**src/rtl/vga_pkg.sv**
```systemverilog
// Shared framebuffer geometry and arbiter state encodings for the VGA framebuffer scheduler.
package vga_pkg;

    localparam int FB_ROWS   = 16;
    localparam int FB_WORD_W = 32;
    localparam int FB_ADDR_W = 4;

    typedef logic [1:0] state_t;

    localparam state_t S_IDLE        = 2'd0;
    localparam state_t S_DISP_WAIT   = 2'd1;
    localparam state_t S_CPU_RD_WAIT = 2'd2;

endpackage

```
**src/rtl/vga_pix_shift.sv**
```systemverilog
// Holds the currently displayed row and produces the registered pixel output.
// A CPU write to the displayed row also updates the row and is bypassed into the pixel mux.
module vga_pix_shift
    import vga_pkg::*;
#(
    parameter int WORD_W = FB_WORD_W,
    localparam int XW = $clog2(WORD_W)
) (
    input  logic              clk,
    input  logic              rst_n,
    input  logic              row_load,
    input  logic [WORD_W-1:0] load_data,
    input  logic              wr_hit,
    input  logic [WORD_W-1:0] wr_data,
    input  logic [XW-1:0]     x_pos,
    input  logic              blank,
    output logic [WORD_W-1:0] row_data,
    output logic              pix
);

    logic [WORD_W-1:0] pix_src;

    // The bypass lets the very next pixel show a coherent write without a refetch.
    always_comb begin
        pix_src = row_data;
        if (wr_hit) begin
            pix_src = wr_data;
        end
    end

    always_ff @(posedge clk or negedge rst_n) begin
        if (!rst_n) begin
            row_data <= '0;
            pix      <= 1'b0;
        end else begin
            if (row_load) begin
                row_data <= load_data;
            end else if (wr_hit) begin
                row_data <= wr_data;
            end
            pix <= blank ? 1'b0 : pix_src[x_pos];
        end
    end

endmodule

```
**src/rtl/vga_fb_scheduler.sv**
```systemverilog
// Arbitrates the single-port framebuffer RAM between display row fetches (strict priority)
// and CPU bus accesses, and drives the current pixel bit.
module vga_fb_scheduler
    import vga_pkg::*;
#(
    parameter int ROWS   = FB_ROWS,
    parameter int WORD_W = FB_WORD_W,
    localparam int AW = $clog2(ROWS),
    localparam int XW = $clog2(WORD_W)
) (
    input  logic              clk,
    input  logic              rst_n,
    input  logic [XW-1:0]     x_pos,
    input  logic [AW-1:0]     y_pos,
    input  logic              blank,
    input  logic              cpu_req,
    input  logic              cpu_we,
    input  logic [AW-1:0]     cpu_addr,
    input  logic [WORD_W-1:0] cpu_wdata,
    output logic              cpu_ready,
    output logic [WORD_W-1:0] cpu_rdata,
    output logic              mem_en,
    output logic              mem_we,
    output logic [AW-1:0]     mem_addr,
    output logic [WORD_W-1:0] mem_wdata,
    input  logic [WORD_W-1:0] mem_rdata,
    output logic              pix,
    output state_t            dbg_state
);

    // CPU handshake: cpu_req (with cpu_we/cpu_addr/cpu_wdata) is held until the cycle in which
    // cpu_ready is high; that cycle completes the access. Writes complete in the grant cycle,
    // reads one cycle after the grant with cpu_rdata valid alongside cpu_ready.

    state_t            state_q, state_d;
    logic              disp_pending_q;
    logic [AW-1:0]     fetched_row_q;
    logic [WORD_W-1:0] rdata_q;
    logic [WORD_W-1:0] row_data;
    logic              pending;
    logic              disp_issue;
    logic              row_load;
    logic              cpu_wr;
    logic              wr_hit;
    logic              en_raw, we_raw, ready_raw;
    logic [AW-1:0]     addr_raw;
    logic [WORD_W-1:0] wdata_raw;

    assign pending = disp_pending_q || (y_pos != fetched_row_q);

    always_comb begin
        state_d    = state_q;
        en_raw     = 1'b0;
        we_raw     = 1'b0;
        addr_raw   = '0;
        wdata_raw  = '0;
        ready_raw  = 1'b0;
        disp_issue = 1'b0;
        row_load   = 1'b0;
        cpu_wr     = 1'b0;
        case (state_q)
            S_IDLE: begin
                if (pending) begin
                    en_raw     = 1'b1;
                    addr_raw   = y_pos;
                    disp_issue = 1'b1;
                    state_d    = S_DISP_WAIT;
                end else if (cpu_req && cpu_we) begin
                    en_raw    = 1'b1;
                    we_raw    = 1'b1;
                    addr_raw  = cpu_addr;
                    wdata_raw = cpu_wdata;
                    ready_raw = 1'b1;
                    cpu_wr    = 1'b1;
                end else if (cpu_req) begin
                    en_raw   = 1'b1;
                    addr_raw = cpu_addr;
                    state_d  = S_CPU_RD_WAIT;
                end
            end
            S_DISP_WAIT: begin
                row_load = 1'b1;
                state_d  = S_IDLE;
            end
            S_CPU_RD_WAIT: begin
                ready_raw = 1'b1;
                state_d   = S_IDLE;
            end
            default: state_d = S_IDLE;
        endcase
    end

    // Outputs are forced quiet while reset is held; the flops are frozen then anyway.
    assign mem_en    = en_raw & rst_n;
    assign mem_we    = we_raw & rst_n;
    assign mem_addr  = rst_n ? addr_raw : '0;
    assign mem_wdata = rst_n ? wdata_raw : '0;
    assign cpu_ready = ready_raw & rst_n;
    assign cpu_rdata = (state_q == S_CPU_RD_WAIT) ? mem_rdata : rdata_q;
    assign dbg_state = state_q;

    assign wr_hit = cpu_wr && (cpu_addr == fetched_row_q);

    always_ff @(posedge clk or negedge rst_n) begin
        if (!rst_n) begin
            state_q        <= S_IDLE;
            disp_pending_q <= 1'b1;
            fetched_row_q  <= '1;
            rdata_q        <= '0;
        end else begin
            state_q <= state_d;
            if (disp_issue) begin
                disp_pending_q <= 1'b0;
                fetched_row_q  <= y_pos;
            end else if (y_pos != fetched_row_q) begin
                disp_pending_q <= 1'b1;
            end
            if (state_q == S_CPU_RD_WAIT) begin
                rdata_q <= mem_rdata;
            end
        end
    end

    vga_pix_shift #(
        .WORD_W(WORD_W)
    ) u_pix_shift (
        .clk      (clk),
        .rst_n    (rst_n),
        .row_load (row_load),
        .load_data(mem_rdata),
        .wr_hit   (wr_hit),
        .wr_data  (cpu_wdata),
        .x_pos    (x_pos),
        .blank    (blank),
        .row_data (row_data),
        .pix      (pix)
    );

endmodule

```
**config.mk**
```make
export PLATFORM = sky130hd
export DESIGN_NAME = vga_fb_scheduler
export DESIGN_NICKNAME = d
export VERILOG_FILES = /design/src/rtl/vga_pkg.sv /design/src/rtl/vga_pix_shift.sv /design/src/rtl/vga_fb_scheduler.sv
export SDC_FILE = /design/constraint.sdc
export NUM_CORES = 1
export LEC_CHECK = 0
export ABC_AREA = 1
export ABC_CLOCK_PERIOD_IN_PS = 3100
export CAP_MARGIN = 20
export CORE_MARGIN = 2
export CORE_UTILIZATION = 45
export DETAILED_ROUTE_END_ITERATION = 10
export GPL_TIMING_DRIVEN = 0
export PLACE_DENSITY = 0.82
export SETUP_SLACK_MARGIN = 0.5
export SLEW_MARGIN = 20
export SYNTH_ARGS = -nofsm -noshare
export SYNTH_HDL_FRONTEND = slang
export SYNTH_HIERARCHICAL = 1
export SYNTH_SLANG_ARGS = --single-unit
```
**constraint.sdc**
```tcl
create_clock -name clk -period 3.1 [get_ports clk]
set_input_delay 0.62 -clock clk [delete_from_list [all_inputs] [get_ports clk]]
set_output_delay 0.62 -clock clk [all_outputs]
set_load 0.02 [all_outputs]
```
; After elaboration in Yosys (flattened, before gate mapping)
; Index checks and enable logic that the tools add are counted.
[word_totals]
register_bits = 72
in_bits = 82
output_inout_bits = 74
word_cells = 54
[op_classes]
n_lt_le_gt_ge = 1
n_eq_ne = 6
mux = 32
n_bitwise = 3
reduce_logical = 6
[ops]
columns = operator, n
row1 = 32-bit 2-to-1 mux, 7
row2 = 4-bit 2-to-1 mux, 5
row3 = 1-bit 2-to-1 mux, 14
row4 = 2-bit 2-to-1 mux, 4
row5 = 5-bit by 6-bit less-than comparator with 1-bit output (second input constant), 1
row6 = 3-bit inequality test (second input constant), 2
row7 = 1-bit binary-select mux with 5-bit select, 1
row8 = 4-bit == test, 1
row9 = 4-bit inequality test, 1
row10 = 1-bit AND, 3
row11 = 2-bit by 1-bit == test with 1-bit output (second input constant), 1
row12 = 2-bit == test (second input constant), 1
row13 = 1-bit logical AND, 2
row14 = 2-bit zero test, 1
row15 = 1-bit case mux with 2 select lines, 1
row16 = 2-bit AND reduction, 1
row17 = 2-bit nonzero test, 1
row18 = 1-bit logical OR, 1

; Logic depth before layout (Yosys ltp)
; Gate-level depths: netlist of run 1.
[depth]
word_depth = 9
mapped_depth = 19
depth_no_buf = 17

; By module
; Netlist of run 1, hierarchy kept.
[by_module_without_submodules]
columns = module, n_inst, cells_per_inst, area_each_um2, seq_area_each_um2
row1 = vga_fb_scheduler, 1, 237, 2150.8, 982.2
row2 = vga_pix_shift, 1, 265, 1926.8, 825.8

; Worst setup path after synthesis of run 1
; OpenSTA, ideal clock, no wires.
[synth_timing]
kind = input-to-output
start = in y_pos[0]
end = out mem_wdata[23]
t_arrival_ns = 1.725
t_required_ns = 2.480
setup_slack_ns = 0.755
path_stages = 9
path_buffers = 1
path_cell_list = inv_1 > nand2_1 > nand2_1 > nor2_4 > nand3_4 > nor2_4 > nand3_4 > buf_6 > nor2_1
[synth_between]
elab_chain_cells = 5
[synth_rtl]
columns = item, line
row1 = start: declaration, vga_fb_scheduler.sv:14  ; input logic [AW-1:0] y_pos,
row2 = 4-bit inequality test, vga_fb_scheduler.sv:49  ; assign pending = disp_pending_q || (y_pos != fetched_row_q);
row3 = 1-bit logical OR, vga_fb_scheduler.sv:49
row4 = 32-bit 2-to-1 mux, vga_fb_scheduler.sv:63  ; if (pending) begin
row5 = 32-bit 2-to-1 mux, vga_fb_scheduler.sv:61  ; case (state_q)
row6 = 32-bit 2-to-1 mux, vga_fb_scheduler.sv:97  ; assign mem_wdata = rst_n ? wdata_raw : '0;
row7 = end: declaration, vga_fb_scheduler.sv:25  ; output logic [WORD_W-1:0] mem_wdata,
; No other way between the ends.

; Worst setup path after layout of run 1
[layout_timing]
start = reg fetched_row_q[3]
end = out mem_wdata[9]
[layout_between]
elab_chain_cells = 5
[layout_rtl]
columns = item, line
row1 = start: declaration, vga_fb_scheduler.sv:37  ; logic [AW-1:0] fetched_row_q;
row2 = start signal: assignment, vga_fb_scheduler.sv:114  ; fetched_row_q <= y_pos;
row3 = 4-bit inequality test, vga_fb_scheduler.sv:49
row4 = 1-bit logical OR, vga_fb_scheduler.sv:49
row5 = 32-bit 2-to-1 mux, vga_fb_scheduler.sv:63
row6 = 32-bit 2-to-1 mux, vga_fb_scheduler.sv:61
row7 = 32-bit 2-to-1 mux, vga_fb_scheduler.sv:97
; No other way between the ends.

==> summary.txt, run 1 <==
STA
  • Maximum operating frequency: 364 MHz
  • Final setup violation count: 0
  • Total count of hold-check failures in the final report: 0
  • Shortest period the worst path allows: 2750 ps
  • Final Max Tran Viols: 0
  • Setup skew after layout: 9.13 ps
  • Relative slew slack: 65.1%
  • Worst-margin pin slew: 524 ps
  • Setup repair after global routing missed its margin: yes
  • Share of the cycle needed by the critical path after routing: 88.7%

Global routing
  • GR Util met2: 44.9%
  • Grt total ovfl: 0
  • Met3 Use GR: 5.27%
  • M1 GR Usage: 34.5%
  • Largest net degree at the start of global routing: 42
  • Via count of the first global-routing pass: 4245
  • Overall fraction of global-route tracks in use: 27.0%
  • Most used routing layer: met2
  • Global-route wire length before repair: 21000 um
  • Antenna violations before repair: 0

Setup path
  • Worst path arrival time: 2130 ps
  • Critical path depth: 11
  • Setup slack, reg-to-reg: 540 ps
  • Number of cells on the worst reg-to-reg path: 20
  • Kind of cell adding the most delay to the critical path: simple AND/OR/NAND/NOR gates
  • Critical-path top delay cell: dfstp_2
  • CP most frequent cell: nor2_4
  • Buffers and inverters on the worst path: 4
  • Critical setup path kind: reg2out
  • Critical path, cell by cell: inv_2 > nand2_2 > nand2_2 > nor2_4 > nand3_4 > nor2_4 > nand3_4 > buf_12 > clkbuf_16 > nor2_4 > buf_6
  • Startpoint types: flop
  • Worst path max stage delay: 550 ps
  • Reg2Reg Launch Point: fetched_row_q[3]
  • WP data required: 2480 ps
  • Capturing element type of the critical path: output port
  • Critical path peak fanout: 5
  • Endpoint of the worst register-to-register path: u_pix_shift/pix

Route
  • DRT antenna net count: 0
  • DRT Wirelength: 13500 um
  • First-pass iteration count of the detailed router: 6
  • Detailed-route DRC error count: 0
  • Initial DRC count: 318
  • Via count: 4286
  • Vias/cell: 5.34
  • Wirelength per Cell: 16.8 um

Pwr
  • Static power due to leakage: 3.16 nW
  • Pwr/cell area: 674 nW/um^2
  • Tot Pwr: 4.40 mW
  • Worst ir drop on vdd: 0.365 mV

Yosys
  • Syn Inst Count: 502
  • Per-instance average area after synthesis: 8.12 sq um
  • Number of nets produced by synthesis: 584
  • Yosys warnings: 6
  • Synthesized flop and latch total: 72
  • Sequential share of the synthesized area: 44.3%
  • Syn Std Cell Area: 4080 sq um
  • Distinct cell type count of the synthesized netlist: 27

Run status
  • Result of the run: finished clean

Clock tree
  • Number of H-tree levels: 3
  • Number of buffers on the longest clock path: 2
  • Count of clock tree sinks: 72
  • Number of buffers added by the clock tree synthesis step: 9
  • Worst-skew pair later-pin latency: 360 ps
  • Clock transition at the registers of the reported paths: 80 ps
  • # hold bufs at CTS: 0
  • Cell at the root of the clock tree: clkbuf_8
  • TritonCTS clock tree: done

Die
  • Initial Util: 46.5%
  • Site row count: 34
  • Die boundary height: 99.2 um
  • Placeable core region: 8760 sq um
  • Num ports: 156
  • Die Area: 9840 sq um
  • Die W: 99.2 um

Min path
  • Worst min path class: in2async

Placed design
  • Count of placed standard cells including taps: 764
  • Number of port buffers: 153
  • Post-placement cell area: 5760 sq um
  • Final weighted congestion in routability-driven placement: 0.854
  • HPWL reported at the end of detailed placement: 9150 um

Flow run
  • Max-cap violation count: 0

Finish
  • Storage element area: 1810 sq um
  • Post-layout nets: 771
  • Layout-stage area growth over the synthesis result: 60.0%
  • Fill cell total of the finished layout: 638
  • Share of cells above drive strength 1: 28.0%
  • Number of standard cells in the final layout excluding fillers: 802
  • Core occupancy in the finished layout: 74.5%
  • Final standard cell area without fillers: 6530 sq um
  • Number of diodes: 0
  • Combined area of the multi-input logic cells: 2010 sq um
-- routing by layer --
metal | up-vias | wire length, um
li1 | 1973 | -
met5 | - | 0
met2 | 239 | 6870
met1 | 2034 | 5270
met4 | 0 | 342
met3 | 40 | 962
-- flip-flops by register name, indices dropped and copies added (netlist names) --
name / flops
dbg_state: 2
fetched_row_q: 4
disp_pending_q: 1
rdata_q: 32
u_pix_shift/row_data: 32
u_pix_shift/pix: 1
-- worst max-delay path by stage --
stage                           from            end  slack (ps)
global placement               rst_n      cpu_ready       -2670
global route        fetched_row_q[3]  mem_wdata[10]         280
CTS                 fetched_row_q[2]  mem_wdata[14]         320
finish              fetched_row_q[3]   mem_wdata[9]         350
detailed placement          y_pos[2]  mem_wdata[14]        -470
floorplan                   y_pos[0]  mem_wdata[23]         750
-- kinds of logic after synthesis --
logic type,share of synthesized area [%]
xor gates and xnor gates,0.859
and+or+nand+nor,27.3
buffers and inverters,11.5
AOI/OAI and AO/OA,7.15
muxes,8.84
DFF,44.3
-- repair_timing --
item,in CTS,in global routing
buffers inserted,12,7
resized for setup,303,38
endpoints found under the setup margin,72,44
cloned,2,1
pin swaps,7,7
-- worst register-to-register path, cell delays in order (launching register included) --
cell,delay (ps)
dfstp_2,550
inv_2,40
nand2_2,50
nand2_2,60
nor2_4,150
nand3_4,110
nor2_4,120
buf_4,120
nand2_1,50
nor2_2,120
buf_6,180
inv_4,50
buf_6,140
nand2_1,110
nand3_1,90
nand3_1,80
nand3_1,90
nand3_1,100
nand3_1,80
nand2_1,80
nor2_1,50
-- metrics by stage --
| stage | worst slack (ps) | hold WS, ps | setup TNS (ps) |
|---|---|---|---|
| 3_3_place_gp | -2670 | 477 | -183080 |
| 2_1_floorplan | 755 | 324 | 0 |
| 6_report | 351 | 105 | 0 |
| 5_1_grt | 276 | 121 | 0 |
| 4_1_cts | 321 | 145 | 0 |
| 3_5_place_dp | -470 | 481 | -14230 |
-- synthesized netlist by cell type --
master	n	area, sq um
nor2_4	4	45.0
nor2_1	43	161
a21oi_1	2	10.0
nand4_1	6	37.5
buf_8	1	15.0
nand3_4	2	35.0
dfrtp_1	67	1680
inv_2	2	7.51
and3_2	1	7.51
nand2_1	120	450
clkbuf_1	6	22.5
o21ai_0	19	95.1
dfstp_2	5	131
o21ai_2	3	26.3
inv_1	71	267
buf_2	4	20.0
o21ai_1	7	35.0
xnor2_1	4	35.0
nor2_2	21	131
a31oi_1	20	125
mux2_2	32	360
nand3_1	48	240
nand2_2	1	6.26
inv_4	1	6.26
buf_4	2	15.0
buf_6	9	101
clkbuf_8	1	13.8
-- cells in the final DEF, fill, tap and decap left out, types with 3 or more instances in the layout --
master and count:
buf_6 44, nand2_1 112, buf_4 22, dfstp_2 5
dlymetal6s2s_1 4, mux2_2 32, inv_1 68, nand4_1 6
clkdlybuf4s50_1 79, nand2_2 8, nor2_2 3, xnor2_1 4
clkbuf_8 12, dfrtp_1 67, nand3_1 48, clkbuf_1 6
buf_16 3, dlygate4sd2_1 28, o21ai_2 5, o21ai_1 6
inv_2 4, buf_12 5, o21ai_0 18, nor2_4 34
nor2_1 31, a31oi_1 20
-- cell type report --
cell class                      count  area share [%]
Multi-Input combinational cell    333            30.9
Timing Repair Buffer              176            27.8
Sequential cell                    72            27.7
Inverter                           74            4.37
Buffer                             23            3.62
Clock buffer                       11            2.32
Tap cell                          108            2.07
Clock inverter                      5            1.21
-- report_power, final --
| group | internal (mW) | leakage, nW | total (mW) | switching [mW] |
|---|---|---|---|---|
| Sequential | 1.38 | 0.832 | 1.52 | 0.146 |
| Clock | 0.496 | 0.119 | 0.864 | 0.369 |
| Combinational | 0.850 | 2.21 | 2.01 | 1.16 |
| Total | 2.72 | 3.16 | 4.40 | 1.68 |
Power figures use the tool's default switching activity.
==> run 2, diff against run 1 <==
--- a/config.mk
+++ b/config.mk
@@ -11,7 +11,6 @@
 export CORE_MARGIN = 2
 export CORE_UTILIZATION = 45
 export DETAILED_ROUTE_END_ITERATION = 10
-export GPL_TIMING_DRIVEN = 0
 export PLACE_DENSITY = 0.82
 export SETUP_SLACK_MARGIN = 0.5
 export SLEW_MARGIN = 20
==> run 2 against run 1 <==
Effect of this change:
- non-clock buffer count fell by 2
- total power fell by 1.2%
- register-to-register slack barely moved
- critical endpoint is now mem_wdata[16]
- largest cell class unchanged
==> summary.txt, run 2 (synthesis results as in run 1) <==
Run status
  • Result of the run: finished clean

Flow run
  • Max-cap violation count: 0

Route
  • Detailed-route DRC error count: 0
  • Routed wl met3: 774 um
  • Wirelength per Cell: 15.5 um
  • DRT Wirelength: 12400 um
  • Via count: 4090
  • Vias/cell: 5.12
  • Amount of wire on met2 after detailed routing: 6250 um
  • Highest Signal Layer: met4
  • Initial DRC count: 224
  • First-pass iteration count of the detailed router: 5
  • DRT antenna net count: 0
  • Post-route met1 wirelength: 5050 um

Clock tree
  • Count of clock tree sinks: 72
  • Number of buffers added by the clock tree synthesis step: 9
  • Number of H-tree levels: 3
  • Worst-skew pair later-pin latency: 340 ps
  • Cell at the root of the clock tree: clkbuf_8
  • TritonCTS clock tree: done
  • Clock transition at the registers of the reported paths: 80 ps
  • # hold bufs at CTS: 0
  • Number of buffers on the longest clock path: 2

STA
  • Final setup violation count: 0
  • Total Neg Setup Slack: 0 ps
  • Shortest period the worst path allows: 2680 ps
  • Setup repair after global routing missed its margin: yes
  • Maximum operating frequency: 373 MHz
  • Relative slew slack: 38.6%
  • Final Max Tran Viols: 0
  • Total count of hold-check failures in the final report: 0
  • Worst-margin pin slew: 920 ps
  • Worst Hold Slack: 389 ps
  • Setup skew after layout: 8.00 ps
  • Share of the cycle needed by the critical path after routing: 86.5%
  • Final worst slack: 418 ps

Setup path
  • Endpoint of the worst register-to-register path: u_pix_shift/pix
  • Capturing element type of the critical path: output port
  • Critical-path top delay cell: dfstp_2
  • Crit. Startpoint: fetched_row_q[2]
  • Setup slack, reg-to-reg: 550 ps
  • WP data required: 2480 ps
  • Worst path arrival time: 2060 ps
  • Worst path max stage delay: 550 ps
  • Critical path peak fanout: 5
  • Critical setup path kind: reg2out
  • Startpoint types: flop
  • Number of cells on the worst reg-to-reg path: 21
  • Critical path, cell by cell: inv_2 > nand2_2 > nand2_2 > nor2_4 > nand3_4 > nor2_4 > nand3_4 > buf_4 > buf_12 > nor2_2 > buf_6
  • Reg2Reg Launch Point: fetched_row_q[2]

Finish
  • Layout-stage area growth over the synthesis result: 56.6%
  • Commonest non-fill, non-tap cells in the layout: nand2_1, clkdlybuf4s50_1, inv_1
  • Number of diodes: 0
  • Largest registers: rdata_q x32, u_pix_shift/row_data x32, fetched_row_q x4
  • Share of cells above drive strength 1: 27.2%
  • Commonest non-fill, non-tap cell in the layout: nand2_1
  • Core occupancy in the finished layout: 72.9%
  • Final standard cell area without fillers: 6380 sq um
  • Post-layout nets: 769
  • Number of standard cells in the final layout excluding fillers: 799

Global routing
  • Antenna violations before repair: 0
  • Grt total ovfl: 0
  • Global-route wire length before repair: 19200 um
  • Overall fraction of global-route tracks in use: 24.4%
  • Via count of the first global-routing pass: 3983
  • Largest net degree at the start of global routing: 40

Die
  • Num ports: 156
  • Placeable core region: 8760 sq um
  • Initial Util: 46.5%
  • Die Area: 9840 sq um
  • Die boundary height: 99.2 um
  • Site row count: 34
  • Die W: 99.2 um

Pwr
  • Worst ir drop on vdd: 0.354 mV
  • Tot Pwr: 4.34 mW
  • Pwr/cell area: 680 nW/um^2
  • Static power due to leakage: 3.11 nW

Placed design
  • Place WS: -227 ps
  • HPWL reported at the end of detailed placement: 8560 um
  • Final weighted congestion in routability-driven placement: 0.825
  • Count of placed standard cells including taps: 762
  • Post-placement cell area: 5770 sq um
  • Number of port buffers: 155

Min path
  • Worst min path class: in2async
[run 2: layout make-up]
type / count / area [sq um]
fill: 704 / 2380
timing repair buffer: 197 / 1970
multi-input combinational: 333 / 1950
sequential: 72 / 1810
inverter: 74 / 283
tap: 108 / 135
clock buffer: 10 / 128
clock inverter: 5 / 106
[run 2: timing repair]
| item | 4_1_cts | 5_1_grt |
|---|---|---|
| buffers inserted | 9 | 8 |
| hold endpoints to repair | 0 | 0 |
| cloned | 2 | 3 |
| resized for setup | 259 | 38 |
| pin swaps | 6 | 7 |
| setup endpoints to repair | 72 | 40 |
[run 2: worst max path at each step]
stage / endpoint / slack, ps / cells after the start
global placement: mem_wdata[31] / -150 / 11
detailed placement: mem_wdata[16] / -230 / 11
CTS: mem_wdata[28] / 390 / 11
floorplan: mem_wdata[23] / 750 / 9
finish: mem_wdata[16] / 420 / 11
global route: mem_wdata[24] / 310 / 11
[run 2: critical path: cells and delay by family, from the launching register on]
kind | cells | cell delay, ps
flip-flops | 1 | 550
AND/OR/NAND/NOR | 7 | 690
buffers and inverters | 4 | 480
[run 2: report_power, final]
group,internal (mW),total [mW],switching (mW)
clock,0.532,0.881,0.349
combinational,0.837,1.94,1.11
sequential,1.38,1.52,0.145
total,2.74,4.34,1.60
[run 2: routing by layer]
layer	vias up	GRT usage (%)
li1	1962	-
met3	23	4.29
met5	-	0
met2	166	41.6
met1	1939	31.7
met4	0	7.38
